[src/rtl/debug_probe_pkg.sv]
// Shared types and constants for the debug probe multiplexer and its helpers.
package debug_probe_pkg;

    typedef enum logic [1:0] {
        LED_DIRECT    = 2'd0,
        LED_STRETCH   = 2'd1,
        LED_TOGGLE    = 2'd2,
        LED_HEARTBEAT = 2'd3
    } led_mode_e;

    localparam int SEL_W           = 8;
    localparam int SEL_SPAN        = 256;
    localparam int DEF_STRETCH_CYC = 2000000;
    localparam int DEF_HB_HALF     = 10000000;

endpackage

[src/rtl/probe_pulse_stretcher.sv]
// Retriggerable pulse stretcher: a trigger holds out high for HOLD_CYC clocks,
// and a new trigger during the hold restarts the full interval.
module probe_pulse_stretcher
    import debug_probe_pkg::*;
#(
    parameter int HOLD_CYC = DEF_STRETCH_CYC
) (
    input  logic clk_20mhz,
    input  logic rst_n_20mhz,
    input  logic trig,
    input  logic flush,
    output logic out
);

    localparam int CW = (HOLD_CYC > 1) ? $clog2(HOLD_CYC) : 1;

    logic [CW-1:0] cnt_r;

    // Hold counter: loaded with HOLD_CYC-1 so out stays high exactly HOLD_CYC clocks.
    always_ff @(posedge clk_20mhz or negedge rst_n_20mhz) begin
        if (!rst_n_20mhz) begin
            cnt_r <= {CW{1'b0}};
            out   <= 1'b0;
        end else if (flush) begin
            cnt_r <= {CW{1'b0}};
            out   <= 1'b0;
        end else if (trig) begin
            cnt_r <= CW'(HOLD_CYC - 1);
            out   <= 1'b1;
        end else if (cnt_r != {CW{1'b0}}) begin
            cnt_r <= cnt_r - {{(CW-1){1'b0}}, 1'b1};
            out   <= 1'b1;
        end else begin
            cnt_r <= {CW{1'b0}};
            out   <= 1'b0;
        end
    end

endmodule

[src/rtl/debug_probe_mux.sv]
// Routes synchronized probe sources to debug pins and one status LED with
// direct, stretched, toggled and heartbeat-gated display modes plus an edge counter.
module debug_probe_mux
    import debug_probe_pkg::*;
#(
    parameter int NUM_SRC     = 64,
    parameter int NUM_DBG     = 4,
    parameter int STRETCH_CYC = DEF_STRETCH_CYC,
    parameter int HB_HALF     = DEF_HB_HALF,
    parameter int CNT_W       = 16
) (
    input  logic                       clk_20mhz,
    input  logic                       rst_n_20mhz,
    input  logic [NUM_SRC-1:0]         probe_in,
    input  logic [SEL_W-1:0]           led_sel,
    input  logic [1:0]                 led_mode,
    input  logic [SEL_W*NUM_DBG-1:0]   dbg_sel,
    input  logic                       cnt_clr,
    output logic                       STATE_LED1,
    output logic [NUM_DBG-1:0]         DEBUG_SIG,
    output logic [CNT_W-1:0]           edge_cnt
);

    localparam int HB_W = (HB_HALF > 1) ? $clog2(HB_HALF) : 1;

    // Out-of-range indices land in the zero padding above NUM_SRC.
    function automatic logic sel_bit(input logic [NUM_SRC-1:0] vec,
                                     input logic [SEL_W-1:0]   idx);
        logic [SEL_SPAN-1:0] ext;
        ext = SEL_SPAN'(vec);
        return ext[idx];
    endfunction

    logic [NUM_SRC-1:0] sync1_r;
    logic [NUM_SRC-1:0] sync2_r;
    logic [SEL_W-1:0]   sel_hist_r;
    led_mode_e          mode_hist_r;
    led_mode_e          mode_s;
    logic               src_s;
    logic               src_d_r;
    logic               primed_r;
    logic               cfg_chg_s;
    logic               edge_s;
    logic               toggle_r;
    logic               toggle_next_s;
    logic               stretch_out_s;
    logic               led_next_s;
    logic [NUM_DBG-1:0] dbg_next_s;
    logic [HB_W-1:0]    hb_cnt_r;
    logic               hb_phase_r;

    // Two-flop synchronizer for every asynchronous probe source.
    always_ff @(posedge clk_20mhz or negedge rst_n_20mhz) begin
        if (!rst_n_20mhz) begin
            sync1_r <= {NUM_SRC{1'b0}};
            sync2_r <= {NUM_SRC{1'b0}};
        end else begin
            sync1_r <= probe_in;
            sync2_r <= sync1_r;
        end
    end

    // LED source selection, config-change detection and edge qualification.
    always_comb begin
        mode_s    = led_mode_e'(led_mode);
        src_s     = sel_bit(sync2_r, led_sel);
        cfg_chg_s = (led_sel != sel_hist_r) || (mode_s != mode_hist_r);
        edge_s    = src_s & ~src_d_r & primed_r & ~cfg_chg_s;
        if (cfg_chg_s) begin
            toggle_next_s = 1'b0;
        end else begin
            toggle_next_s = toggle_r ^ edge_s;
        end
    end

    // LED next-state per display mode.
    always_comb begin
        led_next_s = 1'b0;
        case (mode_s)
            LED_DIRECT:    led_next_s = src_s;
            LED_STRETCH:   led_next_s = stretch_out_s;
            LED_TOGGLE:    led_next_s = toggle_next_s;
            LED_HEARTBEAT: led_next_s = src_s & hb_phase_r;
            default:       led_next_s = 1'b0;
        endcase
    end

    // Per-pin debug source selection.
    always_comb begin
        dbg_next_s = {NUM_DBG{1'b0}};
        for (int k = 0; k < NUM_DBG; k++) begin
            dbg_next_s[k] = sel_bit(sync2_r, dbg_sel[k*SEL_W +: SEL_W]);
        end
    end

    probe_pulse_stretcher #(
        .HOLD_CYC    (STRETCH_CYC)
    ) u_stretch (
        .clk_20mhz   (clk_20mhz),
        .rst_n_20mhz (rst_n_20mhz),
        .trig        (edge_s),
        .flush       (cfg_chg_s),
        .out         (stretch_out_s)
    );

    // Edge history, config history, toggle state and saturating edge counter.
    always_ff @(posedge clk_20mhz or negedge rst_n_20mhz) begin
        if (!rst_n_20mhz) begin
            src_d_r     <= 1'b0;
            primed_r    <= 1'b0;
            sel_hist_r  <= {SEL_W{1'b0}};
            mode_hist_r <= LED_DIRECT;
            toggle_r    <= 1'b0;
            edge_cnt    <= {CNT_W{1'b0}};
        end else begin
            src_d_r     <= src_s;
            primed_r    <= 1'b1;
            sel_hist_r  <= led_sel;
            mode_hist_r <= mode_s;
            toggle_r    <= toggle_next_s;
            if (cnt_clr || cfg_chg_s) begin
                edge_cnt <= {CNT_W{1'b0}};
            end else if (edge_s && (edge_cnt != {CNT_W{1'b1}})) begin
                edge_cnt <= edge_cnt + {{(CNT_W-1){1'b0}}, 1'b1};
            end else begin
                edge_cnt <= edge_cnt;
            end
        end
    end

    // Free-running heartbeat; deliberately independent of select/mode changes.
    always_ff @(posedge clk_20mhz or negedge rst_n_20mhz) begin
        if (!rst_n_20mhz) begin
            hb_cnt_r   <= {HB_W{1'b0}};
            hb_phase_r <= 1'b0;
        end else if (hb_cnt_r == HB_W'(HB_HALF - 1)) begin
            hb_cnt_r   <= {HB_W{1'b0}};
            hb_phase_r <= ~hb_phase_r;
        end else begin
            hb_cnt_r   <= hb_cnt_r + {{(HB_W-1){1'b0}}, 1'b1};
            hb_phase_r <= hb_phase_r;
        end
    end

    // Registered output pins.
    always_ff @(posedge clk_20mhz or negedge rst_n_20mhz) begin
        if (!rst_n_20mhz) begin
            STATE_LED1 <= 1'b0;
            DEBUG_SIG  <= {NUM_DBG{1'b0}};
        end else begin
            STATE_LED1 <= led_next_s;
            DEBUG_SIG  <= dbg_next_s;
        end
    end

endmodule

[config.mk]
export PLATFORM = sky130hd
export DESIGN_NAME = debug_probe_mux
export DESIGN_NICKNAME = d
export VERILOG_FILES = /design/src/rtl/debug_probe_pkg.sv /design/src/rtl/probe_pulse_stretcher.sv /design/src/rtl/debug_probe_mux.sv
export SDC_FILE = /design/constraint.sdc
export NUM_CORES = 1
export LEC_CHECK = 0
export ABC_AREA = 0
export CAP_MARGIN = 0
export CORE_UTILIZATION = 55
export DETAILED_ROUTE_END_ITERATION = 10
export MAX_ROUTING_LAYER = met4
export PLACE_DENSITY = 0.8
export RECOVER_POWER = 50
export REMOVE_ABC_BUFFERS = 1
export SLEW_MARGIN = 20
export SYNTH_ARGS = -nofsm -noshare
export SYNTH_HDL_FRONTEND = slang
export SYNTH_SLANG_ARGS = --single-unit
[constraint.sdc]
create_clock -name clk_20mhz -period 2.97 [get_ports clk_20mhz]
set_clock_uncertainty 0.2 [all_clocks]
set_input_delay 0.7425 -clock clk_20mhz [delete_from_list [all_inputs] [get_ports clk_20mhz]]
set_output_delay 0.7425 -clock clk_20mhz [all_outputs]
set_load 0.005 [all_outputs]
After elaboration in Yosys (flattened, before gate mapping)
Cells that the tools add are included.
{"block": "word_totals", "ff_bits": 209, "in_bits": 109, "output_inout_bits": 21, "elab_cells": 64}
{"block": "classes", "add_sub_neg": 3, "order_cmp": 5, "n_eq_ne": 7, "muxes": 21, "n_bitwise": 8, "n_reduce_logical": 6}
{"op": "2-to-1 mux 21 bit", "count": 3}
{"op": "< comparator 8 x 9 -> 1 bit, second input constant", "count": 5}
{"op": "binary-select mux 1 bit (select 8 bit)", "count": 5}
{"op": "2-to-1 mux 16 bit", "count": 2}
{"op": "adder 24 x 1 -> 24 bit, second input constant", "count": 1}
{"op": "== test 24 bit, second input constant", "count": 1}
{"op": "2-to-1 mux 24 bit", "count": 1}
{"op": "nonzero test 21 bit", "count": 1}
{"op": "subtractor 21 x 1 -> 21 bit, second input constant", "count": 1}
{"op": "adder 16 x 1 -> 16 bit, second input constant", "count": 1}
{"op": "inequality test 16 bit, second input constant", "count": 1}
{"op": "2-to-1 mux 1 bit", "count": 9}
{"op": "inequality test 8 bit", "count": 1}
{"op": "AND 1 bit", "count": 4}
{"op": "== test 2 bit, second input constant", "count": 2}
{"op": "case mux 1 bit (4 select lines)", "count": 1}
{"op": "NOT 1 bit", "count": 3}
{"op": "== test 2 x 1 -> 1 bit, second input constant", "count": 1}
{"op": "logical NOT 2 bit", "count": 1}
{"op": "logical OR 1 bit", "count": 2}
{"op": "inequality test 2 bit", "count": 1}
{"op": "nonzero test 2 bit", "count": 1}
{"op": "logical AND 1 bit", "count": 1}
{"op": "bitwise XOR 1 bit", "count": 1}

Depth between registers and ports, before layout
{"block": "depth", "word_depth": 8, "ltp_mapped": 10, "ltp_nobuf": 8}

Hierarchy
From an unflattened synthesis, not the netlist that was laid out.
{"block": "unflattened", "hier_cells": 638, "area_unflattened_um2": 9532.9}
{"module": "debug_probe_mux", "instances": 1, "cells_per_inst": 517, "area_per_inst_um2": 8385.5}
{"module": "probe_pulse_stretcher", "instances": 1, "cells_per_inst": 121, "area_per_inst_um2": 1147.4}

Least setup slack after synthesis
Ideal clock, no wire load.
{"block": "synth_timing", "path_kind": "input-to-reg", "from": "input dbg_sel[0]", "to": "register DEBUG_SIG[0]", "setup_ns": 0.119, "t_arrival_ns": 3.022, "required_ns": 2.651, "path_slack_ns": -0.372, "path_stages": 6, "n_path_buf": 2, "cell_sequence": "clkbuf_1 > buf_2 > mux4_2 > mux4_2 > mux4_2 > nor3b_1"}
{"block": "synth_via", "elab_chain_len": 2}
{"item": "start, declared", "line": "debug_probe_mux.sv:17", "text": "input logic [SEL_W*NUM_DBG-1:0] dbg_sel,"}
{"item": "binary-select mux 1 bit (select 8 bit)", "line": "debug_probe_mux.sv:31", "text": "return ext[idx];"}
{"item": "2-to-1 mux 1 bit (implied by the code)", "line": "debug_probe_mux.sv:31"}
{"item": "net dbg_next_s[0]", "line": "debug_probe_mux.sv:48", "text": "logic [NUM_DBG-1:0] dbg_next_s;"}
{"item": "end signal, assigned", "line": "debug_probe_mux.sv:149", "text": "DEBUG_SIG <= {NUM_DBG{1'b0}};"}
{"item": "end signal, assigned", "line": "debug_probe_mux.sv:152", "text": "DEBUG_SIG <= dbg_next_s;"}
{"item": "end, declared", "line": "debug_probe_mux.sv:20", "text": "output logic [NUM_DBG-1:0] DEBUG_SIG,"}
The timed path passes the listed nets, and every way through them passes these cells. The select of a mux whose other input is x is not followed.
A chain may end at the register's enable or synchronous reset.

Final worst setup path
{"block": "layout_timing", "from": "input led_sel[1]", "to": "register edge_cnt[9]"}
{"block": "layout_via", "elab_chain_len": 7, "word_cells_on_any_way": 12, "classes_between": "eq/ne (1); mux (3); bitwise (4); reduce/logical (4)"}
{"item": "start, declared", "line": "debug_probe_mux.sv:15", "text": "input logic [SEL_W-1:0] led_sel,"}
{"item": "binary-select mux 1 bit (select 8 bit)", "line": "debug_probe_mux.sv:31"}
{"item": "2-to-1 mux 1 bit (implied by the code)", "line": "debug_probe_mux.sv:31"}
{"item": "AND 1 bit (3 in a row)", "line": "debug_probe_mux.sv:68", "text": "edge_s = src_s & ~src_d_r & primed_r & ~cfg_chg_s;"}
{"item": "logical AND 1 bit", "line": "debug_probe_mux.sv:123", "text": "end else if (edge_s && (edge_cnt != {CNT_W{1'b1}})) begin"}
{"item": "nonzero test 2 bit (no source line)"}
{"item": "end signal, assigned", "line": "debug_probe_mux.sv:122", "text": "edge_cnt <= {CNT_W{1'b0}};"}
{"item": "end signal, assigned", "line": "debug_probe_mux.sv:124", "text": "edge_cnt <= edge_cnt + {{(CNT_W-1){1'b0}}, 1'b1};"}
{"item": "end signal, assigned", "line": "debug_probe_mux.sv:126", "text": "edge_cnt <= edge_cnt;"}
{"item": "end, declared", "line": "debug_probe_mux.sv:21", "text": "output logic [CNT_W-1:0] edge_cnt"}
Parallel ways exist; a longest one is shown, timed or not. The select of a mux whose other input is x is not followed.

==> results by stage <==
Status:
- The run finished, with violations left.
- The checks that failed: max-capacitance violations, max-slew violations, negative setup slack.

Floorplan:
- After floorplanning, the core was sized to cover 0.01670 mm².
- The full die area is 0.01776 mm².
- The initialized floorplan defines 47 standard-cell rows.
- From bottom edge to top edge, the die measures 133.3 µm.
- The die boundary width is 133.3 µm.
- In this run the count of I/O pins placed on the die edge is 130.
- Once the floorplan was initialized, standard cells occupied 56.75% of the core.

Flow run:
- Across the run, the number of max-cap violations was 1.

Routing:
- The wire length on met3 is about 2.2 mm.
- Wire segments on met2 add up to 12.32 mm in the final route.
- In the routed design, unresolved DRC markers number 0.
- The final wirelength is 24.26 mm.
- In this run the top signal layer used is met4.
- The count of antenna-violating nets left after detailed routing is 0.
- The length of routed wiring on met1 is between 8 and 9 mm.
- The detailed-route wire length per cell is approximately 24 µm.
- The routed layout has 6693 vias.
- For this run, the detailed router's first-pass iteration total came to 5.
- The DRC marker count from the first detailed-route iteration is 687.
- The ratio of routed vias to standard cells is about 6.5.

Critical path:
- The depth of the most critical reg-to-reg path is 9.
- The critical path endpoint category is a flip-flop.
- Data on the critical path is required at its endpoint by 3.12 ns.
- Of all nets on the critical path, the largest fanout is 8.
- The critical path is of the in -> reg type.
- The startpoint of the worst register-to-register path is edge_cnt[0].
- The most critical setup path has its startpoint at led_sel[1].
- The endpoint identified for the worst register-to-register timing path is edge_cnt[12].
- The startpoint kind of the worst setup timing path is a primary input.
- In this run the register-to-register setup slack is 0.10 ns.
- The capturing instance or port of the critical path is edge_cnt[9].
- Data arrives at the worst endpoint at 3.14 ns.

Synth:
- Dividing the synthesized area by the synthesized cell count gives around 15 µm².
- The Yosys step of the flow raised 0 warnings.
- The synthesized design contains 209 register bits.
- After synthesis the cells add up to around 0.0095 mm².
- After synthesis, the cell types taking the most area are sky130_fd_sc_hd__dfrtp_1 (55%), sky130_fd_sc_hd__mux4_2 (20%), sky130_fd_sc_hd__mux4_1 (4.4%), sky130_fd_sc_hd__xnor2_1 (3.6%), sky130_fd_sc_hd__nor2_1 (1.8%).
- The number of flops mapped to enable cells by yosys is 0.
- The netlist uses 50 different library cells.
- The top-area cell type share of the netlist area is 55.18%.
- The post-synthesis instance total is 620.
- The top flip-flop cell by instance count after synthesis is sky130_fd_sc_hd__dfrtp_1.
- The sequential cell area fraction in the yosys report is 55.18%.
- The async set or reset register ratio after synthesis is between 90% and 100%.
- Of all cell types, the one taking the most synthesized area is sky130_fd_sc_hd__dfrtp_1.

Layout:
- The share of cells above drive strength 1 is ~25%.
- In the layout the commonest cells are sky130_fd_sc_hd__dfrtp_1 (209), sky130_fd_sc_hd__mux4_2 (91), sky130_fd_sc_hd__dlygate4sd3_1 (64).
- At the end of the flow, the number of nets in the layout was between 900 and 1000.
- Leaving out fill and tap cells, the most frequent cell in the layout is sky130_fd_sc_hd__dfrtp_1.
- The area growth from synthesis to layout is 31.02%.
- The filler cells instantiated in the layout total 981.
- The summed area of non-filler cells in the final layout is about 0.012 mm².

Placement:
- The placed instance area is 0.01138 mm².
- The post-DP HPWL is approximately 16 mm.
- The congestion estimate from routability-driven global placement came to 0.9142.
- The post-placement worst setup slack is -0.7859 ns.
- The number of port buffers is 129.

Worst hold path:
- The worst hold path passes through 0 cells.
- The class of the tightest hold or removal check is reg -> reg.

Power:
- The leakage power is 5.185 nW.
- The worst voltage drop across the vdd grid is 726.7 µV.
- The power density relative to cell area is roughly 530 mW/mm².

Global route:
- The overall global routing resource usage is 28.78%.
- The wire length of the first global-routing pass is 37.83 mm.
- The number of global-route vias before repair is 6976.
- The pin count of the biggest net entering global routing is 72.
- The initial antenna violation count is 0.
- The remaining global-route overflow is 0.

CTS:
- The maximum level of the CTS H-tree is 1.
- The post-cts hold buffer count is 0.
- The root buffer selected by CTS is sky130_fd_sc_hd__clkbuf_16.
- Counting every sink on the clock net gives about 210.
- The maximum buffer depth of the clock tree is 3.
- Counting the buffers created by CTS gives 21.
- At the later pin of the worst-skew pair, clock insertion delay measures 0.50 ns.
- Clock-pin slew was measured on the worst setup and hold paths at 0.06 ns.
- TritonCTS built the clock tree.

Timing:
- The max-slew violation total from the final report came to 72.
- The minimum clock period is between 2 and 3 ns.
- The setup slack after layout is -0.01518 ns.
- The ratio of final minimum period to clock period is 100.5%.
- The highest clock frequency the design can meet is 335.0 MHz.
- The number of hold violations in the final report is 0.
- For the pin with the worst max-slew slack, the measured transition is 1.719 ns.
- The relative slew slack is -14.62%.
- The number of setup violations in the final report is 1.
- The tightest hold margin is 0.1353 ns.
through the flow:
| step | setup TNS [ns] | total power, mW | std cells | utilization (%) |
|---|---|---|---|---|
| 2_1_floorplan | -1.566 | 3.349 | 589 | - |
| 5_1_grt | -0.1467 | 6.789 | 1025 | 74.34 |
| 3_3_place_gp | -23.86 | 3.767 | 979 | 68.16 |
| 6_report | -0.01518 | 6.577 | 1026 | 74.36 |
| 4_1_cts | 0 | 6.598 | 1021 | 73.39 |
| 3_5_place_dp | -26.01 | 3.796 | 979 | 68.16 |
worst max-delay path: stages:
cell	delay, ns
sky130_fd_sc_hd__buf_2	0.14
sky130_fd_sc_hd__bufbuf_16	0.29
sky130_fd_sc_hd__mux4_2	0.38
sky130_fd_sc_hd__mux2i_4	0.09
sky130_fd_sc_hd__a221oi_2	0.26
sky130_fd_sc_hd__a32oi_1	0.09
sky130_fd_sc_hd__buf_4	0.17
sky130_fd_sc_hd__or3_4	0.39
sky130_fd_sc_hd__buf_4	0.17
sky130_fd_sc_hd__o31ai_1	0.30
sky130_fd_sc_hd__a21oi_2	0.10
flip-flops by register name, indices dropped and copies added, names as in the netlist, 2 cells and up:
signal / cells
DEBUG_SIG: 4
edge_cnt: 16
hb_cnt_r: 24
mode_hist_r: 2
sel_hist_r: 8
sync1_r: 64
sync2_r: 64
u_stretch.cnt_r: 21
cell usage after synthesis (3+ instances only):
master	count
sky130_fd_sc_hd__and3_1	4
sky130_fd_sc_hd__buf_6	4
sky130_fd_sc_hd__o21ai_0	14
sky130_fd_sc_hd__inv_1	8
sky130_fd_sc_hd__nor4_1	13
sky130_fd_sc_hd__nand2_1	22
sky130_fd_sc_hd__a21oi_1	10
sky130_fd_sc_hd__or4_1	8
sky130_fd_sc_hd__o31ai_1	6
sky130_fd_sc_hd__xor2_1	18
sky130_fd_sc_hd__o22ai_1	4
sky130_fd_sc_hd__buf_2	4
sky130_fd_sc_hd__or3_1	3
sky130_fd_sc_hd__mux2i_1	5
sky130_fd_sc_hd__mux4_2	84
sky130_fd_sc_hd__nand3_1	16
sky130_fd_sc_hd__nor2_1	46
sky130_fd_sc_hd__mux4_1	16
sky130_fd_sc_hd__nand3b_1	3
sky130_fd_sc_hd__nor3_1	11
sky130_fd_sc_hd__dfrtp_1	209
sky130_fd_sc_hd__clkbuf_1	16
sky130_fd_sc_hd__nand4_1	12
sky130_fd_sc_hd__nor3b_1	4
sky130_fd_sc_hd__xnor2_1	39
sky130_fd_sc_hd__ha_1	3
sky130_fd_sc_hd__nor4b_1	4
sky130_fd_sc_hd__buf_1	4
sky130_fd_sc_hd__or2_2	3
power by group:
group          switching (mW)  leakage [nW]  internal, mW
Sequential             0.0890          2.58          2.95
Clock                    1.05         0.359          1.73
Combinational           0.300          2.25         0.460
Total                    1.44          5.19          5.14
cell type report:
type | instances | area [µm²] | area share, %
diodes | 1 | 2.502 | 0.02015
clock buffers | 29 | 585.6 | 4.715
clock inverters | 9 | 151.4 | 1.219
inverters | 8 | 30.03 | 0.2418
multi-input cells | 372 | 4174 | 33.61
flip-flops and latches | 209 | 5230 | 42.12
well taps | 220 | 275.3 | 2.217
repair buffers | 178 | 1969 | 15.86
routing by layer:
layer / global-route usage (%) / vias to the layer above
met2: 47.25 / 507
li1: - / 2721
met5: - / -
met1: 35.36 / 3347
met3: 4.642 / 118
met4: 13.32 / 0
logic make-up (layout without fill, tap and decap cells):
group / Yosys count / in the layout / synth area share, %
AOI/OAI and AO/OA: 46 / 46 / 3.050
xor gates and xnor gates: 57 / 57 / 5.267
adders and majority gates: 3 / 3 / 0.3961
buffers and inverters: 39 / 224 / 2.139
DFF: 209 / 209 / 55.18
muxes: 105 / 105 / 24.92
other: 1 / 2 / 0.03957
and+or+nand+nor: 160 / 160 / 9.003
how the worst min path moves through the flow:
stage,start,endpoint,slack [ns]
floorplan,sync1_r[0],sync2_r[0],0.13
global placement,sync1_r[60],sync2_r[60],0.14
detailed placement,sync1_r[19],sync2_r[19],0.13
CTS,rst_n_20mhz,src_d_r,0.06
global route,sync1_r[29],sync2_r[29],0.15
finish,sync1_r[47],sync2_r[47],0.14
timing repair:
action,CTS,global route
cloned,4,3
setup buffers,0,1
pin swaps,7,15
endpoints found under the setup margin,34,23
gates resized for setup,16,37
Note: power is estimated with default switching activity, not from simulation.
